## config.mk

```make
export PLATFORM = sky130hd
export DESIGN_NAME = instr_issue_seq_flat
export DESIGN_NICKNAME = d
export VERILOG_FILES = /design/src/rtl/instr_issue_seq_if.sv /design/src/rtl/instr_issue_seq.sv /design/src/flat_wrapper.sv
export SDC_FILE = /design/constraint.sdc
export NUM_CORES = 1
export LEC_CHECK = 0
export ABC_AREA = 1
export CAP_MARGIN = 20
export CORE_AREA = 2 2 58 60
export CTS_CLUSTER_SIZE = 40
export DETAILED_ROUTE_END_ITERATION = 10
export DIE_AREA = 0 0 60 62
export MAX_ROUTING_LAYER = met4
export PLACE_DENSITY = 0.8
export SYNTH_ARGS = -nofsm -noshare
export SYNTH_HDL_FRONTEND = slang
export SYNTH_SLANG_ARGS = --single-unit
```

## constraint.sdc

```tcl
create_clock -name clk -period 1.5 [get_ports clk]
set_input_delay 0.3 -clock clk [delete_from_list [all_inputs] [get_ports clk]]
set_output_delay 0.3 -clock clk [all_outputs]
set_load 0.01 [all_outputs]
```

## src/rtl/instr_issue_seq_if.sv

```systemverilog
// rtl/instr_issue_seq_if.sv - program ROM port and issue handshake bundle for instr_issue_seq
interface instr_issue_seq_if #(
  parameter int ADDR_W = 8
) ();
  logic              imem_en;
  logic [ADDR_W-1:0] imem_addr;
  logic [15:0]       imem_data;
  logic              issue_valid;
  logic              issue_ready;
  logic [3:0]        issue_opcode;
  logic [3:0]        issue_rd;
  logic [3:0]        issue_rs1;
  logic [3:0]        issue_rs2;

  modport master (
    output imem_en, imem_addr,
    input  imem_data,
    output issue_valid, issue_opcode, issue_rd, issue_rs1, issue_rs2,
    input  issue_ready
  );

  modport slave (
    input  imem_en, imem_addr,
    output imem_data,
    input  issue_valid, issue_opcode, issue_rd, issue_rs1, issue_rs2,
    output issue_ready
  );
endinterface

```

## src/rtl/instr_issue_seq.sv

```systemverilog
// rtl/instr_issue_seq.sv - instruction fetch/issue sequencer; optional NOP_SKIP_EN drops opcode 0 instead of issuing it
module instr_issue_seq #(
  parameter int         ADDR_W      = 8,
  parameter logic [3:0] HALT_OPCODE = 4'hF
) (
  input  logic                  clk,
  input  logic                  rst,
  input  logic                  start,
  instr_issue_seq_if.master     bus,
  output logic [ADDR_W-1:0]     pc,
  output logic                  busy,
  output logic                  halted
);

  typedef enum logic [2:0] {
    S_IDLE,
    S_FETCH,
    S_WAIT,
    S_ISSUE,
    S_HALT
  } state_t;

  localparam logic [ADDR_W-1:0] PC_ONE = {{(ADDR_W-1){1'b0}}, 1'b1};

  state_t            state;
  state_t            state_nx;
  logic [ADDR_W-1:0] pc_nx;
  logic [15:0]       ir;

  // State, program counter and instruction register; ROM data is only trusted in WAIT.
  always_ff @(posedge clk) begin
    if (rst) begin
      state <= S_IDLE;
      pc    <= '0;
      ir    <= '0;
    end else begin
      state <= state_nx;
      pc    <= pc_nx;
      if (state == S_WAIT) begin
        ir <= bus.imem_data;
      end
    end
  end

  // Next-state and next-pc; start only matters when idle or halted, ready only in ISSUE.
  always_comb begin
    state_nx = state;
    pc_nx    = pc;
    case (state)
      S_IDLE, S_HALT: begin
        if (start) begin
          pc_nx    = '0;
          state_nx = S_FETCH;
        end
      end
      S_FETCH: begin
        state_nx = S_WAIT;
      end
      S_WAIT: begin
        if (bus.imem_data[15:12] == HALT_OPCODE) begin
          state_nx = S_HALT;
`ifdef NOP_SKIP_EN
        end else if (bus.imem_data[15:12] == 4'h0) begin
          pc_nx    = pc + PC_ONE;
          state_nx = S_FETCH;
`endif
        end else begin
          state_nx = S_ISSUE;
        end
      end
      S_ISSUE: begin
        if (bus.issue_ready) begin
          pc_nx    = pc + PC_ONE;
          state_nx = S_FETCH;
        end
      end
      default: begin
        state_nx = S_IDLE;
      end
    endcase
  end

  // The ROM read is a single-cycle strobe in FETCH; the address is parked at zero otherwise.
  assign bus.imem_en   = (state == S_FETCH);
  assign bus.imem_addr = (state == S_FETCH) ? pc : '0;

  // Fields come straight from the instruction register so they hold through stalls and after handshake.
  assign bus.issue_valid  = (state == S_ISSUE);
  assign bus.issue_opcode = ir[15:12];
  assign bus.issue_rd     = ir[11:8];
  assign bus.issue_rs1    = ir[7:4];
  assign bus.issue_rs2    = ir[3:0];

  assign busy   = (state == S_FETCH) || (state == S_WAIT) || (state == S_ISSUE);
  assign halted = (state == S_HALT);

endmodule

```

## src/flat_wrapper.sv

```systemverilog
// flat-port wrapper written by rule: the top's interface ports become plain ports
module instr_issue_seq_flat 
#(
  parameter int         ADDR_W      = 8,
  parameter logic [3:0] HALT_OPCODE = 4'hF
)
  (clk, rst, start, pc, busy, halted, bus_imem_en, bus_imem_addr, bus_imem_data, bus_issue_valid, bus_issue_opcode, bus_issue_rd, bus_issue_rs1, bus_issue_rs2, bus_issue_ready);
  instr_issue_seq_if #(.ADDR_W(ADDR_W)) bus_i ();
  input  logic clk;
  input  logic rst;
  input  logic start;
  output logic [ADDR_W-1:0] pc;
  output logic busy;
  output logic halted;
  output wire logic [$bits(bus_i.imem_en)-1:0] bus_imem_en;
  output wire logic [$bits(bus_i.imem_addr)-1:0] bus_imem_addr;
  input wire logic [$bits(bus_i.imem_data)-1:0] bus_imem_data;
  output wire logic [$bits(bus_i.issue_valid)-1:0] bus_issue_valid;
  output wire logic [$bits(bus_i.issue_opcode)-1:0] bus_issue_opcode;
  output wire logic [$bits(bus_i.issue_rd)-1:0] bus_issue_rd;
  output wire logic [$bits(bus_i.issue_rs1)-1:0] bus_issue_rs1;
  output wire logic [$bits(bus_i.issue_rs2)-1:0] bus_issue_rs2;
  input wire logic [$bits(bus_i.issue_ready)-1:0] bus_issue_ready;
  assign bus_imem_en = bus_i.imem_en;
  assign bus_imem_addr = bus_i.imem_addr;
  assign bus_i.imem_data = bus_imem_data;
  assign bus_issue_valid = bus_i.issue_valid;
  assign bus_issue_opcode = bus_i.issue_opcode;
  assign bus_issue_rd = bus_i.issue_rd;
  assign bus_issue_rs1 = bus_i.issue_rs1;
  assign bus_issue_rs2 = bus_i.issue_rs2;
  assign bus_i.issue_ready = bus_issue_ready;
  instr_issue_seq #(.ADDR_W(ADDR_W), .HALT_OPCODE(HALT_OPCODE)) u_core (.clk(clk), .rst(rst), .start(start), .bus(bus_i), .pc(pc), .busy(busy), .halted(halted));
endmodule
```

# Word-level counts from Yosys, hierarchy flattened
# Cells that the tools add are included.
# totals
ff_bits	27
inputBits	20
# classes
addsub	1
eq_ne	7
n_reduce_logical	7
mux	8
# op_table
cell	count
$mux 8	3
$pmux 8 s2	1
$pmux 3 s4	1
$mux 3	3
$add 8x1->8 const B	1
$eq 3x2->1 const B	2
$eq 4x4->1 const B	1
$eq 3x1->1 const B	1
$eq 3x3->1 const B	1
$logic_not 3->1	1
$reduce_and 3->1	1
$logic_or 1x1->1	2
$ne 2x1->1 const B	1
$ne 2x2->1 const B	1
$reduce_and 2->1	1
$reduce_bool 2->1	1
$reduce_or 2->1	1

# Depth between registers and ports, before layout
# depth
depth_word	4
ltp_mapped	8

# Least setup slack after synthesis
# OpenSTA, ideal clock, no wires.
# synth_path
path_type	flip-flop to output port
from	register u_core.state[2]
to	output port bus_imem_addr[0]
t_arrival_ns	0.895
path_slack_ns	0.305
path_stages_with_launch	4
n_path_buf	0
required_time_ns	1.200
path_cell_list	dfxtp_1 > inv_1 > nand3_1 > nor2_1
# synth_between
elab_chain_len	2
# synth_lines
item	line_no	source
start: declaration	instr_issue_seq.sv:25	state_t state;
start signal: assignment	instr_issue_seq.sv:37	state <= state_nx;
$eq 3x1->1	instr_issue_seq.sv:85	assign bus.imem_addr = (state == S_FETCH) ? pc : '0;
$mux 8	instr_issue_seq.sv:85	
end: declaration	flat_wrapper.sv:16	output wire logic [$bits(bus_i.imem_addr)-1:0] bus_imem_addr;
# Every way passes these cells.

# Worst setup path after layout
# layout_path
from	register u_core.state[1]
to	output port bus_imem_addr[2]
# The elaborated chain is that of the path after synthesis.

==> flow_metrics.py <==
metrics = {
    "detailed_routing": {
        "detail-route-antenna-nets": 0,
        "route.vias.total": 1355,
        "detailedRoute.firstIterationViolations": 50,
        "routed_wire_length_per_instance_microns": 10.6,
        "routed_wl_microns": 3160,
        "routed_via_density": 4.53,
        "dr.pass1.iters": 4,
        "drt_drc_violations_left": 0,
    },
    "power_and_ir_drop": {
        "power-per-cell-area_nw_per_um2": 1290,
        "total_switching_power_mw": 0.925,
        "ir_worst_vdd_v": 0.000818,
        "power.static_leakage_nw": 0.983,
        "p_comb_share_pct": 48.4,
        "power.share.sequential_pct": 38.8,
        "post-layout-total-power_mw": 2.46,
        "internal-power_mw": 1.54,
        "sw_frac_of_total_pct": 37.5,
        "clock_power_share_pct": 12.7,
    },
    "sta": {
        "finalCriticalPeriod_ns": 1.54,
        "layout_worst_path_cycle_share_pct": 102,
        "fin_worst_skew_ns": 0.0125,
        "max_slew.worst_pin.slew_ns": 0.295,
        "final.setup.worst_slack_ns": -0.0364,
        "grt_setup_unrepaired": "true",
        "setup_viol_count_final": 2,
        "clock.fmax_ghz": 0.651,
        "total_count_of_max_transition_violations_in_the_final_report": 0,
        "hold_violations": 0,
        "relSlewSlack_pct": 80.1,
    },
    "floorplan": {
        "die-area_sq_um": 3720,
        "chipHeight_microns": 62,
        "fp.coreArea_sq_um": 3180,
        "chipWidth_microns": 60,
        "i_o_pin_cnt": 56,
        "start_util_pct": 37.9,
        "rows": 21,
    },
    "cts": {
        "clock_tree.buffer_depth": 2,
        "worst_setup_hold_path_clk_slew_ns": 0.15,
        "holdBufCountCts": 0,
        "worst_skew_pair.late_latency_ns": 0.32,
        "tritoncts_num_sinks": 27,
        "clock_tree.root_cell": "sky130_fd_sc_hd__clkbuf_4",
        "cts_made_buffers": 3,
        "cts_htree_levels": 1,
        "tritoncts": "built",
    },
    "synth": {
        "post_synth_inst_count": 178,
        "synth_area_leaders": "sky130_fd_sc_hd__dfxtp_1 45%, sky130_fd_sc_hd__nor2_1 17%, sky130_fd_sc_hd__o21ai_0 8.7%",
        "synth_area_sq_um": 1200,
        "flip_flop_and_latch_count_after_synthesis": 27,
        "synth_cell_types": 16,
        "synth_area_per_cell_sq_um": 6.76,
        "yosysMostFrequentCell": "sky130_fd_sc_hd__nor2_1",
        "synthesis.nets": 199,
        "yosys_warnings": 0,
        "ys.flop_type": "sky130_fd_sc_hd__dfxtp_1",
        "synth.top_cells.by_count": "56 x sky130_fd_sc_hd__nor2_1, 27 x sky130_fd_sc_hd__dfxtp_1, 26 x sky130_fd_sc_hd__nand2_1",
        "netlist.top_cell.by_area": "sky130_fd_sc_hd__dfxtp_1",
        "synth_enable_flop_cells": 0,
        "synth_top_area_share_pct": 44.9,
        "synth_async_sr_flop_share_pct": 0,
        "synth_sequential_area_ratio_pct": 44.9,
    },
    "worst_hold_path": {
        "hold-path-endpoint": "u_core.pc[7]",
        "hold_class": "reg2reg",
        "holdCritStartpoint": "u_core.pc[7]",
        "min_delay_path_depth": 2,
    },
    "setup_path": {
        "criticalPathCategory": "reg2out",
        "worstSetupStartpoint": "u_core.state[1]",
        "crit_fanout": 5,
        "path_cells": "inv_2, nand3_2, buf_6, buf_6, nor2_2, buf_2",
        "crit-reg2reg-launch": "u_core.state[0]",
        "critPathRequiredTime_ns": 1.20,
        "timing.rr.end": "u_core.pc[7]",
        "worst-r2r-setup-slack_ns": 0.14,
        "cp_data_arrival_time_ns": 1.24,
        "worstRegToRegCells": 8,
        "critical_path.slowest_cell": "sky130_fd_sc_hd__dfxtp_2",
        "timing.critical_path.from_type": "register",
        "critPathMaxStageDelay_ns": 0.35,
        "crit_path_end_kind": "output pin",
        "critical-path-top-cell-by-count": "sky130_fd_sc_hd__buf_6",
    },
    "global_routing": {
        "number_of_global_route_vias_before_repair": 1189,
        "grt_antenna_before_repair": 0,
        "grt_pass1_wl_microns": 5040,
        "global_route.overflow_total": 0,
        "grt_start_max_net_pins": 17,
        "grt_usage_pct": 18.5,
    },
    "placed_design": {
        "place.gp.congestion": 0.849,
        "dpl.hpwl_microns": 2250,
        "dpl.cell_count": 292,
        "io_buffer_count": 55,
        "place_worst_setup_slack_ns": -0.0266,
    },
    "final_layout": {
        "fillers": 329,
        "final_layout_size_suffix_gt1_share_pct": 21.7,
        "fin_nets": 275,
        "flow.area_growth_from_synthesis_pct": 59.3,
        "instances_no_fill": 299,
        "final_core_utilization_pct": 60.3,
        "n_antenna_cell": 0,
    },
    "run_status": {
        "status": "finished with violations",
        "violations_in_the_final_reports": "setup timing",
    },
    "run": {
        "cap_viol_max_count": 0,
    },
}
## flip-flops by register name, indices dropped and copies added, names as in the netlist
signal	flops
u_core.pc	8
u_core.ir	16
u_core.state	3
## layer usage
| metal | wire length, microns | share of wire (%) | track usage, % | vias up |
|---|---|---|---|---|
| met5 | 0 | 0 | - | - |
| met4 | 38 | 1.2 | 6.03 | 0 |
| met3 | 200 | 6.3 | 3.73 | 5 |
| met2 | 1520 | 48 | 32.8 | 48 |
| met1 | 1400 | 44 | 20.9 | 590 |
| li1 | - | - | - | 712 |
## cells by family (layout without fill, tap and decap cells)
kind of cell             count (synthesis)  in the layout  synth area share, %
AND/OR/NAND/NOR                         93             93                 31.2
adder cells (fa/ha/maj)                  1              1                 1.04
buffers and inverters                   26            101                 9.77
AO/OA/AOI/OAI                           31             31                 13.1
flip-flops                              27             27                 44.9
## worst max-delay path, delay by kind of cell (launching register included)
family | cells | cell delay, ns
buffers and inverters | 4 | 0.42
flip-flops | 1 | 0.35
AND/OR/NAND/NOR | 2 | 0.14
## through the flow
step | area, sq um | TNS [ns] | hold WS, ns
3_3_place_gp | 1920 | 0 | 0.465
4_1_cts | 1920 | -0.170 | 0.492
3_5_place_dp | 1920 | -0.145 | 0.475
2_1_floorplan | 1200 | 0 | 0.369
6_report | 1920 | -0.0723 | 0.484
5_1_grt | 1920 | -0.661 | 0.505
## area by class of cell
cell class	instances	area, sq um	share of cell area [%]
timing repair buffer	76	636	33.2
clock inverter	1	5.00	0.261
clock buffer	3	22.5	1.17
multi-input combinational	125	561	29.2
inverter	21	78.8	4.11
tap	46	57.6	3.00
sequential	27	557	29.0
## how the worst max path moves through the flow
stage	end	slack, ns
floorplan	bus_imem_addr[0]	0.31
global placement	bus_imem_addr[7]	0.003
detailed placement	bus_imem_addr[7]	-0.03
CTS	bus_imem_addr[5]	-0.07
global route	bus_imem_addr[2]	-0.12
finish	bus_imem_addr[2]	-0.04
## power groups by stage
stage / Sequential, mW / Combinational [mW] / Clock (mW)
3_3_place_gp: 0.968 / 1.23 / 0
2_1_floorplan: 1.04 / 0.516 / 0
6_report: 0.956 / 1.19 / 0.314
3_5_place_dp: 0.971 / 1.25 / 0
5_1_grt: 0.976 / 1.32 / 0.354
4_1_cts: 0.956 / 1.20 / 0.324
## repair_timing
action / 4_1_cts / 5_1_grt
gates resized for setup: 88 / 3
gates cloned: 1 / 0
setup buffers: 2 / 0
pin swaps: 1 / 2
endpoints found under the setup margin: 36 / 10
## cells in the final DEF (no fill, tap or decap), drive strengths merged
cell type	synthesis	final
nor2	56	56
clkdlybuf4s50	0	19
ha	1	1
buf	4	33
a31oi	2	2
clkbuf	1	3
a21oi	8	8
o21ai	21	21
clkinv	0	1
dlygate4sd2	0	24
nand2	26	26
nor3	1	1
dfxtp	27	27
nand4	1	1
inv	21	21
nand3	9	9
(Power assumes the default switching activity.)
